File: config.mk
export PLATFORM = sky130hd
export DESIGN_NAME = multicycle_ctrl_flat
export DESIGN_NICKNAME = d
export VERILOG_FILES = /design/src/rtl/multicycle_ctrl_if.sv /design/src/rtl/multicycle_ctrl.sv /design/src/flat_wrapper.sv
export SDC_FILE = /design/constraint.sdc
export NUM_CORES = 1
export LEC_CHECK = 0
export CAP_MARGIN = 15
export CORE_MARGIN = 2
export CORE_UTILIZATION = 24
export CTS_BUF_LIST = sky130_fd_sc_hd__clkbuf_16
export DETAILED_ROUTE_END_ITERATION = 16
export MAX_ROUTING_LAYER = met4
export PLACE_DENSITY_LB_ADDON = 0.12
export SETUP_SLACK_MARGIN = 0.5
export SLEW_MARGIN = 20
export SYNTH_ARGS = -nofsm -noshare
export SYNTH_HDL_FRONTEND = slang
export SYNTH_SLANG_ARGS = --single-unit
File: constraint.sdc
create_clock -name clk_i -period 3.5 [get_ports clk_i]
set_clock_uncertainty 0.05 [all_clocks]
set_input_delay 0.7 -clock clk_i [delete_from_list [all_inputs] [get_ports clk_i]]
set_output_delay 0.7 -clock clk_i [all_outputs]
set_load 0.02 [all_outputs]
File: src/rtl/multicycle_ctrl_if.sv
// Control/status bundle between the multi-cycle MIPS controller and its datapath.
// The controller (master) drives strobes and selects. The datapath (slave) returns opcode, ALU flags and memory ready.
interface multicycle_ctrl_if #(
  parameter int CNT_W = 32
) ();
  logic [5:0]       instr_op_i;
  logic             zero_i;
  logic             neg_i;
  logic             mem_ready_i;
  logic             pc_write_o;
  logic             ir_write_o;
  logic             i_or_d_o;
  logic             mem_read_o;
  logic             mem_write_o;
  logic             reg_write_o;
  logic [1:0]       reg_dst_o;
  logic [1:0]       mem_to_reg_o;
  logic             alu_src_a_o;
  logic [1:0]       alu_src_b_o;
  logic [2:0]       alu_op_o;
  logic [1:0]       pc_src_o;
  logic [3:0]       state_o;
  logic             illegal_o;
  logic             bus_err_o;
  logic [CNT_W-1:0] instr_count_o;

  modport master (
    input  instr_op_i, zero_i, neg_i, mem_ready_i,
    output pc_write_o, ir_write_o, i_or_d_o, mem_read_o, mem_write_o, reg_write_o,
           reg_dst_o, mem_to_reg_o, alu_src_a_o, alu_src_b_o, alu_op_o, pc_src_o,
           state_o, illegal_o, bus_err_o, instr_count_o
  );

  modport slave (
    output instr_op_i, zero_i, neg_i, mem_ready_i,
    input  pc_write_o, ir_write_o, i_or_d_o, mem_read_o, mem_write_o, reg_write_o,
           reg_dst_o, mem_to_reg_o, alu_src_a_o, alu_src_b_o, alu_op_o, pc_src_o,
           state_o, illegal_o, bus_err_o, instr_count_o
  );
endinterface

File: src/rtl/multicycle_ctrl.sv
// Main control FSM for the multi-cycle MIPS datapath: sequences FETCH/DECODE/EXEC/MEM/WB,
// resolves branches, aborts stalled memory accesses and counts retired instructions.
module multicycle_ctrl #(
  parameter int MEM_TIMEOUT = 15,
  parameter int CNT_W       = 32
) (
  input  logic                 clk_i,
  input  logic                 rst_i,
  multicycle_ctrl_if.master    bus
);

  typedef enum logic [3:0] {
    FETCH    = 4'd0,
    DECODE   = 4'd1,
    MEM_ADDR = 4'd2,
    MEM_RD   = 4'd3,
    MEM_WB   = 4'd4,
    MEM_WR   = 4'd5,
    EXEC     = 4'd6,
    ALU_WB   = 4'd7,
    BRANCH   = 4'd8,
    JUMP     = 4'd9,
    JAL      = 4'd10,
    LUI_WB   = 4'd11
  } stateT;

  stateT            stateR;
  stateT            nextState;
  logic [7:0]       waitCntR;
  logic [CNT_W-1:0] instrCntR;

  logic       pcWrite, irWrite, iOrD, memRead, memWrite, regWrite, aluSrcA;
  logic       illegal, busErr, retire, waitStall, branchTaken, atLimit;
  logic [1:0] regDst, memToReg, aluSrcB, pcSrc;
  logic [2:0] aluOp;
  logic [5:0] op;

  assign op      = bus.instr_op_i;
  assign atLimit = (waitCntR == 8'(MEM_TIMEOUT));

  // State register
  always_ff @(posedge clk_i or posedge rst_i) begin
    if (rst_i) begin
      stateR <= FETCH;
    end else begin
      stateR <= nextState;
    end
  end

  // Memory wait-state counter; any state change or abort clears it
  always_ff @(posedge clk_i or posedge rst_i) begin
    if (rst_i) begin
      waitCntR <= 8'd0;
    end else if (waitStall) begin
      waitCntR <= waitCntR + 8'd1;
    end else begin
      waitCntR <= 8'd0;
    end
  end

  // Retired-instruction counter, wraps naturally
  always_ff @(posedge clk_i or posedge rst_i) begin
    if (rst_i) begin
      instrCntR <= '0;
    end else if (retire) begin
      instrCntR <= instrCntR + CNT_W'(1);
    end else begin
      instrCntR <= instrCntR;
    end
  end

  // Branch condition from the compare performed in BRANCH
  always_comb begin
    branchTaken = 1'b0;
    case (op)
      6'd4:    branchTaken = bus.zero_i;
      6'd5:    branchTaken = ~bus.zero_i;
      6'd6:    branchTaken = bus.neg_i;
      6'd7:    branchTaken = bus.neg_i | bus.zero_i;
      default: branchTaken = 1'b0;
    endcase
  end

  // Next-state and Moore output decode
  always_comb begin
    nextState = stateR;
    pcWrite   = 1'b0;
    irWrite   = 1'b0;
    iOrD      = 1'b0;
    memRead   = 1'b0;
    memWrite  = 1'b0;
    regWrite  = 1'b0;
    aluSrcA   = 1'b0;
    regDst    = 2'b00;
    memToReg  = 2'b00;
    aluSrcB   = 2'b00;
    pcSrc     = 2'b00;
    aluOp     = 3'b111;
    illegal   = 1'b0;
    busErr    = 1'b0;
    retire    = 1'b0;
    waitStall = 1'b0;
    case (stateR)
      FETCH: begin
        aluSrcB = 2'b01;
        aluOp   = 3'b011;
        if (bus.mem_ready_i) begin
          memRead   = 1'b1;
          irWrite   = 1'b1;
          pcWrite   = 1'b1;
          nextState = DECODE;
        end else if (atLimit) begin
          // PC was never advanced, so restarting FETCH refetches the same word
          busErr    = 1'b1;
          nextState = FETCH;
        end else begin
          memRead   = 1'b1;
          waitStall = 1'b1;
        end
      end
      DECODE: begin
        aluSrcB = 2'b11;
        aluOp   = 3'b011;
        case (op)
          6'd0, 6'd8, 6'd13:     nextState = EXEC;
          6'd2:                  nextState = JUMP;
          6'd3:                  nextState = JAL;
          6'd4, 6'd5, 6'd6, 6'd7: nextState = BRANCH;
          6'd15:                 nextState = LUI_WB;
          6'd35, 6'd43:          nextState = MEM_ADDR;
          default: begin
            illegal   = 1'b1;
            nextState = FETCH;
          end
        endcase
      end
      MEM_ADDR: begin
        aluSrcA = 1'b1;
        aluSrcB = 2'b10;
        aluOp   = 3'b011;
        if (op == 6'd35) begin
          nextState = MEM_RD;
        end else begin
          nextState = MEM_WR;
        end
      end
      MEM_RD: begin
        iOrD = 1'b1;
        if (bus.mem_ready_i) begin
          memRead   = 1'b1;
          nextState = MEM_WB;
        end else if (atLimit) begin
          busErr    = 1'b1;
          nextState = FETCH;
        end else begin
          memRead   = 1'b1;
          waitStall = 1'b1;
        end
      end
      MEM_WB: begin
        regWrite  = 1'b1;
        memToReg  = 2'b01;
        retire    = 1'b1;
        nextState = FETCH;
      end
      MEM_WR: begin
        iOrD = 1'b1;
        if (bus.mem_ready_i) begin
          memWrite  = 1'b1;
          retire    = 1'b1;
          nextState = FETCH;
        end else if (atLimit) begin
          busErr    = 1'b1;
          nextState = FETCH;
        end else begin
          memWrite  = 1'b1;
          waitStall = 1'b1;
        end
      end
      EXEC: begin
        aluSrcA   = 1'b1;
        nextState = ALU_WB;
        case (op)
          6'd0: begin
            aluSrcB = 2'b00;
            aluOp   = 3'b000;
          end
          6'd8: begin
            aluSrcB = 2'b10;
            aluOp   = 3'b011;
          end
          6'd13: begin
            aluSrcB = 2'b10;
            aluOp   = 3'b101;
          end
          default: begin
            aluSrcB = 2'b00;
            aluOp   = 3'b111;
          end
        endcase
      end
      ALU_WB: begin
        regWrite  = 1'b1;
        regDst    = (op == 6'd0) ? 2'b01 : 2'b00;
        retire    = 1'b1;
        nextState = FETCH;
      end
      LUI_WB: begin
        aluOp     = 3'b100;
        regWrite  = 1'b1;
        memToReg  = 2'b10;
        retire    = 1'b1;
        nextState = FETCH;
      end
      BRANCH: begin
        aluSrcA   = 1'b1;
        aluOp     = (op == 6'd5) ? 3'b010 : 3'b001;
        pcWrite   = branchTaken;
        pcSrc     = 2'b01;
        retire    = 1'b1;
        nextState = FETCH;
      end
      JUMP: begin
        pcWrite   = 1'b1;
        pcSrc     = 2'b10;
        retire    = 1'b1;
        nextState = FETCH;
      end
      JAL: begin
        pcWrite   = 1'b1;
        pcSrc     = 2'b10;
        regWrite  = 1'b1;
        regDst    = 2'b10;
        memToReg  = 2'b11;
        retire    = 1'b1;
        nextState = FETCH;
      end
      default: begin
        nextState = FETCH;
      end
    endcase
  end

  // Reset also masks the decode so FETCH's read request is not issued while held in reset
  assign bus.pc_write_o    = pcWrite  & ~rst_i;
  assign bus.ir_write_o    = irWrite  & ~rst_i;
  assign bus.mem_read_o    = memRead  & ~rst_i;
  assign bus.mem_write_o   = memWrite & ~rst_i;
  assign bus.reg_write_o   = regWrite & ~rst_i;
  assign bus.illegal_o     = illegal  & ~rst_i;
  assign bus.bus_err_o     = busErr   & ~rst_i;
  assign bus.i_or_d_o      = iOrD     & ~rst_i;
  assign bus.alu_src_a_o   = aluSrcA  & ~rst_i;
  assign bus.reg_dst_o     = rst_i ? 2'b00  : regDst;
  assign bus.mem_to_reg_o  = rst_i ? 2'b00  : memToReg;
  assign bus.alu_src_b_o   = rst_i ? 2'b00  : aluSrcB;
  assign bus.alu_op_o      = rst_i ? 3'b000 : aluOp;
  assign bus.pc_src_o      = rst_i ? 2'b00  : pcSrc;
  assign bus.state_o       = rst_i ? 4'd0   : stateR;
  assign bus.instr_count_o = instrCntR;

endmodule

File: src/flat_wrapper.sv
// flat-port wrapper written by rule: the top's interface ports become plain ports
module multicycle_ctrl_flat 
#(
  parameter int MEM_TIMEOUT = 15,
  parameter int CNT_W       = 32
)
  (clk_i, rst_i, bus_instr_op_i, bus_zero_i, bus_neg_i, bus_mem_ready_i, bus_pc_write_o, bus_ir_write_o, bus_i_or_d_o, bus_mem_read_o, bus_mem_write_o, bus_reg_write_o, bus_reg_dst_o, bus_mem_to_reg_o, bus_alu_src_a_o, bus_alu_src_b_o, bus_alu_op_o, bus_pc_src_o, bus_state_o, bus_illegal_o, bus_bus_err_o, bus_instr_count_o);
  multicycle_ctrl_if #(.CNT_W(CNT_W)) bus_i ();
  input  logic clk_i;
  input  logic rst_i;
  input wire logic [$bits(bus_i.instr_op_i)-1:0] bus_instr_op_i;
  input wire logic [$bits(bus_i.zero_i)-1:0] bus_zero_i;
  input wire logic [$bits(bus_i.neg_i)-1:0] bus_neg_i;
  input wire logic [$bits(bus_i.mem_ready_i)-1:0] bus_mem_ready_i;
  output wire logic [$bits(bus_i.pc_write_o)-1:0] bus_pc_write_o;
  output wire logic [$bits(bus_i.ir_write_o)-1:0] bus_ir_write_o;
  output wire logic [$bits(bus_i.i_or_d_o)-1:0] bus_i_or_d_o;
  output wire logic [$bits(bus_i.mem_read_o)-1:0] bus_mem_read_o;
  output wire logic [$bits(bus_i.mem_write_o)-1:0] bus_mem_write_o;
  output wire logic [$bits(bus_i.reg_write_o)-1:0] bus_reg_write_o;
  output wire logic [$bits(bus_i.reg_dst_o)-1:0] bus_reg_dst_o;
  output wire logic [$bits(bus_i.mem_to_reg_o)-1:0] bus_mem_to_reg_o;
  output wire logic [$bits(bus_i.alu_src_a_o)-1:0] bus_alu_src_a_o;
  output wire logic [$bits(bus_i.alu_src_b_o)-1:0] bus_alu_src_b_o;
  output wire logic [$bits(bus_i.alu_op_o)-1:0] bus_alu_op_o;
  output wire logic [$bits(bus_i.pc_src_o)-1:0] bus_pc_src_o;
  output wire logic [$bits(bus_i.state_o)-1:0] bus_state_o;
  output wire logic [$bits(bus_i.illegal_o)-1:0] bus_illegal_o;
  output wire logic [$bits(bus_i.bus_err_o)-1:0] bus_bus_err_o;
  output wire logic [$bits(bus_i.instr_count_o)-1:0] bus_instr_count_o;
  assign bus_i.instr_op_i = bus_instr_op_i;
  assign bus_i.zero_i = bus_zero_i;
  assign bus_i.neg_i = bus_neg_i;
  assign bus_i.mem_ready_i = bus_mem_ready_i;
  assign bus_pc_write_o = bus_i.pc_write_o;
  assign bus_ir_write_o = bus_i.ir_write_o;
  assign bus_i_or_d_o = bus_i.i_or_d_o;
  assign bus_mem_read_o = bus_i.mem_read_o;
  assign bus_mem_write_o = bus_i.mem_write_o;
  assign bus_reg_write_o = bus_i.reg_write_o;
  assign bus_reg_dst_o = bus_i.reg_dst_o;
  assign bus_mem_to_reg_o = bus_i.mem_to_reg_o;
  assign bus_alu_src_a_o = bus_i.alu_src_a_o;
  assign bus_alu_src_b_o = bus_i.alu_src_b_o;
  assign bus_alu_op_o = bus_i.alu_op_o;
  assign bus_pc_src_o = bus_i.pc_src_o;
  assign bus_state_o = bus_i.state_o;
  assign bus_illegal_o = bus_i.illegal_o;
  assign bus_bus_err_o = bus_i.bus_err_o;
  assign bus_instr_count_o = bus_i.instr_count_o;
  multicycle_ctrl #(.MEM_TIMEOUT(MEM_TIMEOUT), .CNT_W(CNT_W)) u_core (.clk_i(clk_i), .rst_i(rst_i), .bus(bus_i));
endmodule
# After elaboration in Yosys (flattened, before gate mapping)
# Cells that the tools add are included.
# op_classes
n_addsub,2
n_eq_ne,23
mux,42
n_bitwise,12
n_reduce_logical,15
# op_table
operator,count
one-hot mux 4 bit (6 select lines),2
"adder 32 x 1 -> 32 bit, second input constant",1
"== test 6 x 3 -> 1 bit, second input constant",4
2-to-1 mux 4 bit,5
"== test 6 x 4 -> 1 bit, second input constant",3
2-to-1 mux 1 bit,17
"== test 4 x 3 -> 1 bit, second input constant",4
"== test 4 bit, second input constant",4
"== test 6 x 2 -> 1 bit, second input constant",2
"== test 6 bit, second input constant",2
2-to-1 mux 2 bit,6
one-hot mux 3 bit (4 select lines),1
OR reduction 12 bit,1
OR reduction 3 bit,4
OR reduction 2 bit,5
AND 1 bit,9
one-hot mux 3 bit (3 select lines),1
"adder 8 x 1 -> 8 bit, second input constant",1
"== test 4 x 2 -> 1 bit, second input constant",2
"== test 8 x 4 -> 1 bit, second input constant",1
2-to-1 mux 8 bit,1
one-hot mux 2 bit (2 select lines),2
one-hot mux 2 bit (4 select lines),1
OR reduction 4 bit,2
other kinds (11),13
# totals
register_bits,44
inputBits,11
output_inout_bits,56
wordCells,97

# Logic depth before layout (Yosys ltp)
# logic_depth
word_depth,5
depth_mapped,7
ltp_nobuf,6

# Least setup slack after synthesis
# No wires, ideal clock.
# synth_path
path_kind,input -> output
from,input rst_i
to,output bus_illegal_o
t_arrival_ns,2.674
required_ns,2.750
path_slack_ns,0.076
cell_stages,4
path_buffers,1
path_cell_list,clkbuf_1 > inv_1 > o21ai_0 > a211oi_1
# synth_via
elab_chain_len,2
# synth_lines
element,line_no,source
"start, declared",flat_wrapper.sv:10,input logic rst_i;
NOT 1 bit,multicycle_ctrl.sv:250,assign bus.illegal_o = illegal & ~rst_i;
AND 1 bit,multicycle_ctrl.sv:250,
"end, declared",flat_wrapper.sv:28,output wire logic [$bits(bus_i.illegal_o)-1:0] bus_illegal_o;
# No other way between the ends.

# Final worst setup path
# layout_path
from,input rst_i
to,output bus_reg_dst_o[1]
# layout_via
elab_chain_len,1
# layout_lines
element,line_no,source
2-to-1 mux 2 bit,multicycle_ctrl.sv:254,assign bus.reg_dst_o = rst_i ? 2'b00 : regDst;
"end, declared",flat_wrapper.sv:21,output wire logic [$bits(bus_i.reg_dst_o)-1:0] bus_reg_dst_o;
# No other way between the ends.

==> flow_metrics.py <==
metrics = {
    "status": {
        "status": "completed",
    },
    "sta": {
        "hold_slack_ns": 0.4043,
        "min_period_over_period": 0.8417,
        "rsz0062_at_grt": "yes",
        "fmax_mhz": 339.4,
        "setup_viol": 0,
        "final.setup.tns_ns": 0,
        "tightest_slew_ns": 0.5731,
        "hold_violations": 0,
        "slew_headroom": 0.6179,
        "finalCriticalPeriod_ns": 2.946,
        "slew_violations": 0,
    },
    "synthesis": {
        "syn_inst": 291,
        "syn_area_per_cell_um2": 9.094,
        "ys_warn_count": 0,
        "synthesis.nets": 304,
        "yosys.area.top_type": "dfrtp_1",
        "synth_edf_count": 0,
        "ys_ff_latch": 44,
        "seq_area_frac_synth": 0.4161,
        "synth_flop_cell": "dfrtp_1",
        "synth_top_area_frac": 0.4161,
        "synth.distinct_cells": 52,
        "yosys-top-cells-area": "dfrtp_1 (42%), xnor2_1 (8.9%), xor2_1 (4.6%)",
        "synthesis.area_um2": 2646,
        "synthArstFlopShare": 1.000,
    },
    "routing": {
        "routed_wl_um": 7042,
        "dr.pass1.iters": 4,
        "via_per_inst": 4.661,
        "num_vias": 2368,
        "drc_errors": 0,
        "drt-initial-drc-count": 92,
        "ant_nets": 0,
        "routedWlPerCell_um": 13.86,
    },
    "final_layout": {
        "nets": 381,
        "fillerInstances": 1125,
        "layout-drive-gt1-share": 0.1332,
        "area_growth_pct": 40.85,
        "fin_cells": 508,
        "insertedDiodeCount": 0,
        "register_area_um2": 1106,
        "multi_input_area_um2": 1516,
    },
    "critical_path": {
        "cp-start-kind": "input pin",
        "end_kind": "output port",
        "cp.arrival_ns": 2.20,
        "slowest_stage": "clkdlybuf4s50_1",
        "path_class": "in -> out",
        "crit_top_cell": "clkdlybuf4s50_1",
        "cp_cell_sequence": "clkdlybuf4s50_1, buf_4, nor3_1, clkdlybuf4s50_1",
        "cp_max_fo": 13,
        "slowest_delay_ns": 0.65,
        "required_ns": 2.75,
    },
    "placement": {
        "placed_cells": 500,
        "place.gp.congestion": 0.7868,
        "detailed_place_hpwl_um": 5152,
        "portBuffers": 66,
    },
    "power_and_ir_drop": {
        "finalPower_w": 0.001476,
        "vdd_drop_max_v": 0.0001681,
        "total_leakage_power_nw": 1.700,
        "power.density_nw_per_um2": 395.9,
    },
    "run": {
        "drv_cap": 0,
    },
    "clock_network": {
        "tritoncts": "built",
        "cts-buffers-inserted": 5,
        "htree_levels": 2,
        "clkTransAtPathRegs_ns": 0.06,
        "clock_sinks": 44,
        "clkLatencyLatePin_ns": 0.28,
        "cts_root_buf": "clkbuf_16",
        "clockBufferDepth": 2,
    },
    "die": {
        "fp.dieH_um": 109.0,
        "fp.dieW_um": 109.0,
        "io_pins": 67,
        "core_area_um2": 10790,
        "row_count": 38,
        "die-area_um2": 11880,
        "start_util": 0.2452,
    },
    "global_route": {
        "grt_max_degree": 45,
        "grt_overflow": 0,
        "grt_pass1_vias": 2309,
        "grt_pass1_wl_um": 11660,
        "antenna_found_initial": 0,
        "grt_util_all_layers": 0.1279,
    },
    "worst_hold_path": {
        "hold_class": "reg -> reg",
    },
}
## state kept, by name, indices dropped and copies added, names as in the netlist
name / cells
u_core.bus.instr_count_o: 32
u_core.stateR: 4
u_core.waitCntR: 8
## final timing paths
path,start,endpoint,slack (ns),depth (start not counted)
worst min register to register,u_core.waitCntR[0]$_DFF_PP0_,u_core.waitCntR[0]$_DFF_PP0_,0.40,1
worst max-delay path,rst_i,bus_reg_dst_o[1],0.55,4
max in group asynchronous,rst_i,u_core.stateR[3]$_DFF_PP0_,1.84,4
worst min-delay path,u_core.waitCntR[0]$_DFF_PP0_,u_core.waitCntR[0]$_DFF_PP0_,0.40,1
min in group asynchronous,rst_i,u_core.bus.instr_count_o[7]$_DFFE_PP0P_,1.12,4
worst max register to register,u_core.stateR[0]$_DFF_PP0_,u_core.bus.instr_count_o[5]$_DFFE_PP0P_,1.32,6
## per-stage QoR
stage / instance area (um2) / worst slack (ns) / utilization
6_report: 3727 / 0.5539 / 0.3454
5_1_grt: 3727 / 0.4450 / 0.3454
3_5_place_dp: 3562 / 0.04991 / 0.3300
3_3_place_gp: 3562 / 0.07878 / 0.3300
2_1_floorplan: 2650 / 0.5442 / -
4_1_cts: 3692 / 0.4395 / 0.3421
## cells in the mapped netlist (all sizes together) (2+ instances only)
master and count:
buf 4, a211oi 2, ha 2, inv 3
nor2 31, o21ai 6, mux2 3, nor4 6
clkbuf 11, a31oi 2, nand3 18, nor3b 2
nand4 9, nand2 24, and2 3, nor2b 8
or3b 3, nor4b 2, and3 14, a21oi 12
nor3 12, nand3b 2, dfrtp 44, xor2 14
and4 3, xnor2 27, nand2b 7
## layout by cell type (no fill, tap or decap), drive strengths merged, types with 3 or more instances in the layout
| cell type | netlist | final |
|---|---|---|
| a21oi | 12 | 12 |
| and2 | 3 | 3 |
| and3 | 14 | 14 |
| and4 | 3 | 3 |
| buf | 4 | 23 |
| clkbuf | 11 | 6 |
| clkdlybuf4s50 | 0 | 42 |
| dfrtp | 44 | 44 |
| dlygate4sd2 | 0 | 13 |
| dlymetal6s2s | 0 | 5 |
| inv | 3 | 3 |
| mux2 | 3 | 3 |
| nand2 | 24 | 24 |
| nand2b | 7 | 7 |
| nand3 | 18 | 18 |
| nand4 | 9 | 9 |
| nor2 | 31 | 31 |
| nor2b | 8 | 8 |
| nor3 | 12 | 12 |
| nor4 | 6 | 6 |
| o21ai | 6 | 6 |
| or3b | 3 | 3 |
| xnor2 | 27 | 27 |
| xor2 | 14 | 14 |
## what timing repair did
item | 4_1_cts | 5_1_grt
hold buffers | 0 | 0
setup buffers | 1 | 0
pin swaps | 1 | 1
endpoints found under the setup margin | 20 | 10
resized for setup | 35 | 20
## logic make-up (layout without fill, tap and decap cells)
kind of cell / after synthesis / after routing / share of synthesized area
adder cells (fa/ha/maj): 3 / 3 / 0.01324
XOR/XNOR: 41 / 41 / 0.1357
AO/OA/AOI/OAI: 34 / 34 / 0.08700
multiplexers: 3 / 3 / 0.01277
buffers and inverters: 18 / 95 / 0.02647
flip-flops: 44 / 44 / 0.4161
AND/OR/NAND/NOR: 148 / 148 / 0.3087
## routing by layer
metal | global-route usage | part of all wire | routed length [um]
met1 | 0.1769 | 0.49 | 3435
met2 | 0.1912 | 0.46 | 3254
met3 | 0.02092 | 0.038 | 265
met4 | 0.03938 | 0.012 | 87
met5 | - | 0 | 0
## worst max-delay path, delay by kind of cell
| kind | cells | cell delay, ns |
|---|---|---|
| buf+inv | 3 | 1.25 |
| simple gates | 1 | 0.25 |
## area by class of cell
cell class	instances	area share
Clock buffer	5	0.03357
Clock inverter	2	0.002350
Inverter	3	0.004028
Multi-Input combinational cell	229	0.4068
Sequential cell	44	0.2967
Tap cell	140	0.04700
Timing Repair Buffer	85	0.2095
## report_power, final
part	switching, W	leakage, nW	internal [W]
logic	0.000254	1.03	0.000185
clock network	0.000182	0.0709	0.000256
registers	0.0000527	0.602	0.000546
total	0.000489	1.70	0.000987
No activity file was read; power rests on OpenSTA's default activity.
